`src/rtl/spectro_capture_pkg.sv`:
```
// Shared types and width helpers for the spectrogram capture core.
package spectro_capture_pkg;

  typedef enum logic [1:0] {
    IDLE    = 2'd0,
    CAPTURE = 2'd1,
    HDR     = 2'd2,
    DATA    = 2'd3
  } state_t;

  // Header goes out MSB first as {ts, len, trunc}; trunc sits at the bottom.
  localparam int unsigned HDR_TRUNC_W   = 1;
  localparam int unsigned HDR_TRUNC_LSB = 0;

  function automatic int unsigned enc_width(input int unsigned th_w);
    return $clog2(th_w + 1);
  endfunction

  function automatic int unsigned len_width(input int unsigned depth);
    return $clog2(depth + 1);
  endfunction

  function automatic int unsigned addr_width(input int unsigned depth);
    return (depth > 1) ? $clog2(depth) : 1;
  endfunction

  function automatic int unsigned hdr_len_lsb();
    return HDR_TRUNC_LSB + HDR_TRUNC_W;
  endfunction

  function automatic int unsigned hdr_ts_lsb(input int unsigned len_w);
    return hdr_len_lsb() + len_w;
  endfunction

  function automatic int unsigned hdr_width(input int unsigned ts_w, input int unsigned len_w);
    return hdr_ts_lsb(len_w) + ts_w;
  endfunction

endpackage

```
`src/rtl/spectro_capture_core_thermo_encoder.sv`:
```
// Thermometer-to-binary encoder: highest set bit index + 1, or 0 when empty.
// Ports: code (TH_W thermometer input), value (encoded count).
module thermo_encoder
  import spectro_capture_pkg::*;
#(
  parameter int unsigned TH_W = 7
) (
  input  logic [TH_W-1:0]             code,
  output logic [enc_width(TH_W)-1:0]  value
);

  localparam int unsigned ENC_W = enc_width(TH_W);

  always_comb begin
    value = '0;
    for (int unsigned i = 0; i < TH_W; i++) begin
      if (code[i]) value = ENC_W'(i + 1);
    end
  end

endmodule

```
`src/rtl/spectro_capture_core.sv`:
```
// Spectrogram capture core: trigger detect, per-channel encode, event buffer,
// timestamp latch and per-lane serial framing with a valid/ready bit handshake.
// Ports: clk, reset (sync, active low), sample_en, ch, ts_in, trig_all,
// bit_ready in; serial_out, bit_valid, sof, eof, busy, missed out.
module spectro_capture_core
  import spectro_capture_pkg::*;
#(
  parameter int unsigned N_CH  = 2,
  parameter int unsigned TH_W  = 7,
  parameter int unsigned DEPTH = 256,
  parameter int unsigned QUIET = 4,
  parameter int unsigned TS_W  = 32
) (
  input  logic                   clk,
  input  logic                   reset,
  input  logic                   sample_en,
  input  logic [N_CH*TH_W-1:0]   ch,
  input  logic [TS_W-1:0]        ts_in,
  input  logic                   trig_all,
  input  logic                   bit_ready,
  output logic [N_CH-1:0]        serial_out,
  output logic                   bit_valid,
  output logic                   sof,
  output logic                   eof,
  output logic                   busy,
  output logic [7:0]             missed
);

  localparam int unsigned ENC_W    = enc_width(TH_W);
  localparam int unsigned LEN_W    = len_width(DEPTH);
  localparam int unsigned AW       = addr_width(DEPTH);
  localparam int unsigned HDR_BITS = hdr_width(TS_W, LEN_W);
  localparam int unsigned CNT_W    = $clog2(HDR_BITS);
  localparam int unsigned QW       = $clog2(QUIET + 1);

  state_t                 state, state_next;
  logic [N_CH*ENC_W-1:0]  enc;
  logic [N_CH-1:0]        lsb;
  logic                   trig;

  logic [LEN_W-1:0]       len, len_inc, samp_idx, samp_next;
  logic [QW-1:0]          quiet_cnt, quiet_inc;
  logic                   trunc;
  logic [TS_W-1:0]        ts_reg;
  logic [CNT_W-1:0]       bit_cnt;

  logic [N_CH*ENC_W-1:0]  mem [DEPTH];
  logic [N_CH*ENC_W-1:0]  rd_data;
  logic [AW-1:0]          rd_addr, wr_addr;
  logic                   wr_en;

  logic                   accept, hdr_last, smp_last, last_smp, readout_done, missed_inc;
  logic [HDR_BITS-1:0]    hdr_word, hdr_shift;
  logic [ENC_W-1:0]       lane_word;

  for (genvar i = 0; i < N_CH; i++) begin : g_enc
    thermo_encoder #(.TH_W(TH_W)) u_enc (
      .code  (ch[i*TH_W +: TH_W]),
      .value (enc[i*ENC_W +: ENC_W])
    );
  end

  always_comb begin
    lsb = '0;
    for (int unsigned i = 0; i < N_CH; i++) lsb[i] = ch[i*TH_W];
    trig = trig_all ? (&lsb) : (|lsb);
  end

  always_comb begin
    accept       = bit_valid & bit_ready;
    hdr_last     = (bit_cnt == CNT_W'(HDR_BITS - 1));
    smp_last     = (bit_cnt == CNT_W'(ENC_W - 1));
    last_smp     = (samp_idx == len - LEN_W'(1));
    readout_done = (state == DATA) && accept && smp_last && last_smp;
    len_inc      = len + LEN_W'(1);
    quiet_inc    = trig ? '0 : quiet_cnt + QW'(1);
    missed_inc   = sample_en && trig &&
                   ((state == HDR) || ((state == DATA) && !readout_done));
    wr_en        = sample_en && (((state == IDLE) && trig) || (state == CAPTURE));
    wr_addr      = (state == IDLE) ? '0 : AW'(len);
  end

  // Read address runs one sample ahead so the next word is already
  // registered when the last bit of the current sample is accepted.
  always_comb begin
    samp_next = '0;
    if (state == DATA) begin
      samp_next = (accept && smp_last) ? samp_idx + LEN_W'(1) : samp_idx;
    end
    rd_addr = AW'(samp_next);
  end

  always_comb begin
    state_next = state;
    case (state)
      IDLE:    if (sample_en && trig) state_next = CAPTURE;
      CAPTURE: if (sample_en && ((quiet_inc == QW'(QUIET)) || (len_inc == LEN_W'(DEPTH))))
                 state_next = HDR;
      HDR:     if (accept && hdr_last) state_next = DATA;
      DATA:    if (readout_done) state_next = IDLE;
      default: state_next = IDLE;
    endcase
  end

  always_comb begin
    hdr_word = '0;
    hdr_word[hdr_ts_lsb(LEN_W) +: TS_W]   = ts_reg;
    hdr_word[hdr_len_lsb() +: LEN_W]      = len;
    hdr_word[HDR_TRUNC_LSB]               = trunc;
    hdr_shift = hdr_word << bit_cnt;
  end

  always_comb begin
    serial_out = '0;
    bit_valid  = 1'b0;
    sof        = 1'b0;
    eof        = 1'b0;
    lane_word  = '0;
    busy       = (state != IDLE);
    case (state)
      HDR: begin
        bit_valid     = 1'b1;
        serial_out[0] = hdr_shift[HDR_BITS-1];
        sof           = (bit_cnt == '0);
      end
      DATA: begin
        bit_valid = 1'b1;
        eof       = smp_last && last_smp;
        for (int unsigned i = 0; i < N_CH; i++) begin
          lane_word     = rd_data[i*ENC_W +: ENC_W] << bit_cnt;
          serial_out[i] = lane_word[ENC_W-1];
        end
      end
      default: ;
    endcase
  end

  always_ff @(posedge clk) begin
    if (wr_en) mem[wr_addr] <= enc;
    rd_data <= mem[rd_addr];
  end

  always_ff @(posedge clk) begin
    if (!reset) begin
      state     <= IDLE;
      len       <= '0;
      quiet_cnt <= '0;
      trunc     <= 1'b0;
      ts_reg    <= '0;
      samp_idx  <= '0;
      bit_cnt   <= '0;
      missed    <= '0;
    end else begin
      state <= state_next;
      case (state)
        IDLE: begin
          if (sample_en && trig) begin
            ts_reg    <= ts_in;
            len       <= LEN_W'(1);
            quiet_cnt <= '0;
            trunc     <= 1'b0;
            samp_idx  <= '0;
            bit_cnt   <= '0;
          end
        end
        CAPTURE: begin
          if (sample_en) begin
            len       <= len_inc;
            quiet_cnt <= quiet_inc;
            trunc     <= (len_inc == LEN_W'(DEPTH)) && trig;
          end
        end
        HDR: begin
          if (accept) bit_cnt <= hdr_last ? '0 : bit_cnt + CNT_W'(1);
        end
        DATA: begin
          if (accept) begin
            if (smp_last) begin
              bit_cnt  <= '0;
              samp_idx <= samp_idx + LEN_W'(1);
            end else begin
              bit_cnt  <= bit_cnt + CNT_W'(1);
            end
          end
        end
        default: ;
      endcase
      if (missed_inc && (missed != 8'hFF)) missed <= missed + 8'd1;
    end
  end

endmodule

```
`config.mk`:
```
export PLATFORM = sky130hd
export DESIGN_NAME = spectro_capture_core
export DESIGN_NICKNAME = d
export VERILOG_FILES = /design/src/rtl/spectro_capture_pkg.sv /design/src/rtl/spectro_capture_core_thermo_encoder.sv /design/src/rtl/spectro_capture_core.sv
export SDC_FILE = /design/constraint.sdc
export NUM_CORES = 2
export LEC_CHECK = 0
export BUFFER_PORTS_ARGS = -buffer_cell sky130_fd_sc_hd__buf_2
export CORE_ASPECT_RATIO = 1.4
export CORE_UTILIZATION = 62
export DETAILED_ROUTE_END_ITERATION = 7
export PLACE_DENSITY = 0.76
export SLEW_MARGIN = 20
export SYNTH_ARGS = -nofsm -noshare
export SYNTH_HDL_FRONTEND = slang
export SYNTH_HIERARCHICAL = 1
export SYNTH_SLANG_ARGS = --single-unit
```
`constraint.sdc`:
```
create_clock -name clk -period 28 [get_ports clk]
set_input_delay 4.2 -clock clk [delete_from_list [all_inputs] [get_ports clk]]
set_output_delay 4.2 -clock clk [all_outputs]
set_load 0.1 [all_outputs]
```
Yosys cells after proc, flatten, opt, wreduce, memory -nomap -nowiden
Memory sizes are Yosys's and may differ from the RTL's. A register that Yosys moved wholly into a read port is not among the register bits.
Cells that the tools add are included.
Word-level totals
  memory bits (writable): 1536
  register bits: 70
  memories: 1
  output and inout bits: 14
  bits of input ports: 51
Memories
  mem: words 256, bits a word 6, read ports 1, clocked after memory_dff 1, write ports 1, line spectro_capture_core.sv:47  | logic [N_CH*ENC_W-1:0] mem [DEPTH];
Cells by class
  equality and inequality tests: 17
  bitwise gates (word level): 1
  reduce and logical (&&, ||, !) cells: 32
  add/sub/neg operators: 6
  multiplexer cells: 50
  shifts and indexed selects: 3
Operator list (count)
  $mux 9: 5
  $shl 42x6->42: 1
  $pmux 9 s2: 2
  $mux 3: 11
  $mux 6: 5
  $mux 8: 3
  $add 9x1->9 const B: 2
  $pmux 6 s3: 1
  $mux 2: 8
  $logic_and 1x1->1: 14
  $ne 2x2->1 const B: 6
  $reduce_and 4->1: 3
  $shl 3x6->3: 2
  $mux 1: 11
  $eq 9x9->1: 1
  $eq 9x9->1 const B: 1
  $sub 9x1->9 const B: 1
  $add 8x1->8 const B: 1
  $ne 8x8->1 const B: 1
  $pmux 2 s4: 1
  $add 6x1->6 const B: 1
  $eq 6x2->1 const B: 1
  $eq 6x6->1 const B: 1
  $logic_not 6->1: 1
  other kinds (16): 25

Logic depth before layout (Yosys ltp)
  word-level depth: 12
  mapped depth: 19
  gate-level depth less buffers: 11

Cells and area by module
Netlist, hierarchy kept.
By module, submodules not included
  spectro_capture_core: area an instance 65379.0 um2, cells each 4366, seq. area each 47645.7 um2, instances 1
  thermo_encoder: area an instance 45.0 um2, cells each 10, seq. area each 0.0 um2, instances 2

Least setup slack after synthesis
No wires, ideal clock.
  kind: input to register
  start point: input ch[1]
  end point: memory mem[0][0] (netlist bit) (data pin)
  slack: 11.118 ns
  stages: 3
  library setup time: 2.247 ns
  buffers on the path: 0
  data arrival time: 14.636 ns
  cell sequence: clkinv_1 -> a21oi_1 -> o31ai_1
On the way
  cells in the longest elaborated chain, start to end: 6
RTL lines
  from (decl): line spectro_capture_core.sv:17  | input logic [N_CH*TH_W-1:0] ch,
  $mux 2 (2 in series): line spectro_capture_core_thermo_encoder.sv:17  | if (code[i]) value = ENC_W'(i + 1);
  $mux 3 (4 in series): line spectro_capture_core_thermo_encoder.sv:17
  named net enc[0]: line spectro_capture_core.sv:37  | logic [N_CH*ENC_W-1:0] enc;
  to (decl): line spectro_capture_core.sv:47
The timed path passes the listed nets, and every way through them passes these cells.

Final worst setup path
  start point: input bit_ready
  end point: register rd_data[4] (read register of mem)
On the way
  cells in the longest elaborated chain, start to end: 4
RTL lines
  from (decl): line spectro_capture_core.sv:20  | input logic bit_ready,
  $and 1x1->1: line spectro_capture_core.sv:70  | accept = bit_valid & bit_ready;
  $logic_and 1x1->1: line spectro_capture_core.sv:88  | samp_next = (accept && smp_last) ? samp_idx + LEN_W'(1) : samp_idx;
  $mux 8: line spectro_capture_core.sv:88
  $mux 8: line spectro_capture_core.sv:87  | if (state == DATA) begin
  to (decl): line spectro_capture_core.sv:48  | logic [N_CH*ENC_W-1:0] rd_data;
No other way between the ends.
A chain may end at the register's enable or synchronous reset.

==> metrics.txt <==
# TYPE chip_impl_metric gauge
chip_impl_metric{name="yosys.area_share.simple",unit="%"} 9.32
chip_impl_metric{name="routed_wl",unit="um"} 176000
chip_impl_metric{name="postCtsSetupBuffers",unit=""} 0
chip_impl_metric{name="synth_fa_ha_area_share",unit="%"} 0.283
chip_impl_metric{name="asyncSetResetFlopFracSynth",unit="%"} 0
chip_impl_info{name="critical_path.startpoint_type",value="primary input"} 1
chip_impl_metric{name="grt_pass1_vias",unit=""} 39600
chip_impl_metric{name="period_minus_slack",unit="ns"} 8.86
chip_impl_metric{name="drtPass1Iterations",unit=""} 7
chip_impl_metric{name="synth_mux_area_share",unit="%"} 6.82
chip_impl_metric{name="pin_count_of_the_biggest_net_entering_global_routing",unit=""} 198
chip_impl_metric{name="hold-path-cell-count",unit=""} 2
chip_impl_metric{name="placed_area",unit="um^2"} 66900
chip_impl_metric{name="max-clock-path-buffers",unit=""} 3
chip_impl_metric{name="maxCapViolations",unit=""} 0
chip_impl_metric{name="drive_gt1_share",unit="%"} 12.3
chip_impl_info{name="ys.flop_type",value="edfxtp_1"} 1
chip_impl_metric{name="ir_worst_vdd",unit="V"} 0.0000689
chip_impl_info{name="tritoncts",value="built"} 1
chip_impl_metric{name="avgSynthCellArea",unit="um^2"} 14.9
chip_impl_metric{name="floorplan.io_pins",unit=""} 65
chip_impl_metric{name="routed_wire_length_per_instance",unit="um"} 30.2
chip_impl_metric{name="grt.total_usage",unit="%"} 33.0
chip_impl_metric{name="synthesis_stage_register_bit_count",unit=""} 1612
chip_impl_metric{name="synth-xor-area-share",unit="%"} 0.388
chip_impl_metric{name="cts_hold_buf",unit=""} 0
chip_impl_metric{name="grt_pass1_wl",unit="um"} 257000
chip_impl_metric{name="synthesis.instances",unit=""} 4386
chip_impl_metric{name="htree_num_levels",unit=""} 4
chip_impl_metric{name="routed_via_density",unit=""} 6.89
chip_impl_metric{name="postRouteAntennaNets",unit=""} 0
chip_impl_metric{name="final.period_utilization",unit="%"} 31.6
chip_impl_info{name="hold_path.class",value="reg -> reg"} 1
chip_impl_info{name="cts_root_buf",value="clkbuf_16"} 1
chip_impl_metric{name="cts.sink_count",unit=""} 1612
chip_impl_info{name="mostFrequentLayoutCell",value="edfxtp_1"} 1
chip_impl_metric{name="ff2ff_setup_slack",unit="ns"} 21.67
chip_impl_metric{name="post-dp-hpwl",unit="um"} 106000
chip_impl_metric{name="ys_types",unit=""} 86
chip_impl_metric{name="die_area",unit="um^2"} 107000
chip_impl_metric{name="route.vias.total",unit=""} 40200
chip_impl_metric{name="chipWidth",unit="um"} 277
chip_impl_metric{name="initial_utilization",unit="%"} 62.7
chip_impl_metric{name="fp-row-count",unit=""} 140
chip_impl_metric{name="ys_warnings",unit=""} 6
chip_impl_metric{name="synth_to_final_area_change",unit="%"} 9.73
chip_impl_metric{name="largest_register_ff_count",unit=""} 1536
chip_impl_metric{name="arrival",unit="ns"} 9.48
chip_impl_metric{name="globalplace.congestion",unit=""} 0.921
chip_impl_metric{name="fmax",unit="MHz"} 113
chip_impl_info{name="timing.rr.end",value="rd_data[4]"} 1
chip_impl_metric{name="skew_pair_late_insertion_delay",unit="ns"} 0.78
chip_impl_metric{name="design_area",unit="um^2"} 71800
chip_impl_metric{name="die_extent_in_y",unit="um"} 386
chip_impl_metric{name="overflow_after_grt",unit=""} 0
chip_impl_metric{name="worst-slew-pin-transition",unit="ns"} 1.23
chip_impl_metric{name="r2r.worst_path.cells",unit=""} 13
chip_impl_metric{name="placeableCoreArea",unit="um^2"} 104000
chip_impl_metric{name="power.density_cell_area",unit="nW/um^2"} 68.2
chip_impl_metric{name="crit_fanout",unit=""} 124
chip_impl_info{name="rsz0062_at_grt",value="false"} 1
chip_impl_metric{name="final-hold-violation-count",unit=""} 0
chip_impl_metric{name="finalNetCount",unit=""} 4439
chip_impl_info{name="path_class",value="in -> reg"} 1
chip_impl_metric{name="post_cts_resize_count",unit=""} 0
chip_impl_metric{name="initialDrtViolationCount",unit=""} 4819
chip_impl_metric{name="fin_worst_skew",unit="ns"} 0.0305
chip_impl_metric{name="max_slew_margin",unit="%"} 18.1
chip_impl_metric{name="critPathRequiredTime",unit="ns"} 28.62
chip_impl_metric{name="cellLeakagePower",unit="nW"} 25.0
chip_impl_metric{name="cts_made_buffers",unit=""} 144
chip_impl_metric{name="tns",unit="ns"} 0
chip_impl_metric{name="finalMaxSlewViolations",unit=""} 0
chip_impl_metric{name="synth.yosys.seq_area_share",unit="%"} 72.8
chip_impl_metric{name="cts.reportedPaths.clkPinSlew",unit="ns"} 0.06
chip_impl_metric{name="antenna_found_initial",unit=""} 1
chip_impl_info{name="result_of_the_run",value="finished clean"} 1
chip_impl_metric{name="placement.io_buffers",unit=""} 64
chip_impl_info{name="most_frequent_cells_in_the_layout",value="1,536 x edfxtp_1, 543 x nand2_1, 333 x nor2_1, 201 x a21oi_1, 149 x clkbuf_16"} 1
chip_impl_metric{name="syn-cell-area",unit="um^2"} 65500
chip_impl_info{name="crit_end",value="rd_data[4]"} 1
chip_impl_info{name="setup.worst_path.end_class",value="register"} 1
chip_impl_info{name="setup.worst_path.start",value="bit_ready"} 1
chip_impl_metric{name="drc_violation_count_after_routing",unit=""} 0
chip_impl_info{name="dominant_combinational_cell_family_by_area_after_synthesis",value="simple AND/OR/NAND/NOR gates"} 1
chip_impl_metric{name="synth_net_count",unit=""} 4451
chip_impl_metric{name="synth_edf_count",unit=""} 1536
chip_impl_metric{name="final-setup-viol-count",unit=""} 0
chip_impl_info{name="critical_path.reg2reg.startpoint",value="bit_cnt[1]"} 1
chip_impl_metric{name="synth_compound_gate_area_share",unit="%"} 8.11
-- critical path, cell delays in order --
cell and delay (ns):
buf_2 0.22, nand2_1 0.47, o21ai_4 0.27, buf_4 0.65
nand2_8 0.71, buf_4 0.65, a211oi_1 0.35, o21ai_0 0.19
and4_1 0.25, or4b_1 0.49, nor4_1 0.67, o211ai_1 0.16
-- worst min path at each step --
stage,slack [ns],endpoint,from
6_report,0.45,ts_reg[9],ts_reg[9]
5_1_grt,0.47,ts_reg[15],ts_reg[15]
4_1_cts,0.45,ts_reg[9],ts_reg[9]
3_5_place_dp,0.44,ts_reg[9],ts_reg[9]
3_3_place_gp,0.44,ts_reg[0],ts_reg[0]
2_1_floorplan,0.43,ts_reg[13],ts_reg[13]
-- per-stage QoR --
step	std cells	utilization, %	hold WS, ns	setup slack, ns	power, mW
6_report	5839	68.8	0.452	19.14	4.90
5_1_grt	5836	68.8	0.473	19.02	5.01
4_1_cts	5835	68.8	0.454	19.40	4.90
3_5_place_dp	5576	64.1	0.445	18.57	2.91
3_3_place_gp	5576	64.1	0.440	18.60	2.90
2_1_floorplan	4386	-	0.433	11.12	2.84
-- Yosys cell counts, types with 14 or more instances --
| cell | number | area [um^2] |
|---|---|---|
| a211oi_1 | 108 | 811 |
| a21oi_1 | 203 | 1020 |
| a221oi_1 | 60 | 526 |
| a22o_1 | 16 | 140 |
| a22oi_1 | 68 | 510 |
| a31oi_1 | 67 | 419 |
| a32oi_1 | 31 | 272 |
| and3_1 | 115 | 719 |
| buf_1 | 24 | 90.1 |
| buf_2 | 97 | 485 |
| buf_4 | 14 | 105 |
| buf_6 | 14 | 158 |
| clkbuf_1 | 160 | 601 |
| dfxtp_1 | 76 | 1520 |
| edfxtp_1 | 1536 | 46100 |
| ha_1 | 14 | 175 |
| inv_1 | 15 | 56.3 |
| mux2i_1 | 139 | 1390 |
| mux4_2 | 130 | 2930 |
| nand2_1 | 548 | 2060 |
| nand3_1 | 133 | 666 |
| nand4_1 | 55 | 344 |
| nor2_1 | 340 | 1280 |
| nor2b_1 | 18 | 113 |
| nor3_1 | 29 | 145 |
| nor4_1 | 16 | 100 |
| o21ai_0 | 85 | 425 |
| o22ai_1 | 22 | 138 |
| or3_1 | 15 | 93.8 |
| xnor2_1 | 16 | 140 |
-- kinds of logic after synthesis --
| logic type | count (synthesis) |
|---|---|
| flops | 1612 |
| fa+ha+maj | 15 |
| xor+xnor | 29 |
| simple gates | 1339 |
| compound gates | 781 |
| mux | 282 |
| buf+inv | 328 |
-- routing by layer --
layer | track usage (%) | share of wire, % | vias to the layer above
met3 | 5.80 | 9.7 | 672
met1 | 39.4 | 33 | 19900
met4 | 23.5 | 8.2 | 2
met5 | 0 | 0.0051 | -
met2 | 54.6 | 49 | 2599
li1 | - | - | 17100
-- layout make-up --
| type | count | area, um^2 |
|---|---|---|
| Clock buffer | 178 | 3870 |
| Clock inverter | 81 | 983 |
| Antenna cell | 3 | 7.51 |
| Inverter | 19 | 71.3 |
| Sequential cell | 1612 | 47600 |
| Fill cell | 6636 | 32600 |
| Tap cell | 1349 | 1690 |
| Multi-Input combinational cell | 2446 | 16500 |
| Timing Repair Buffer | 151 | 1060 |
-- where the power goes --
group          switching (mW)  internal (mW)  leakage (nW)
Combinational           0.157         0.0442          5.85
Clock                   0.868           1.17          2.37
Sequential            0.00853           2.65          16.8
No activity file was read; power rests on OpenSTA's default activity.
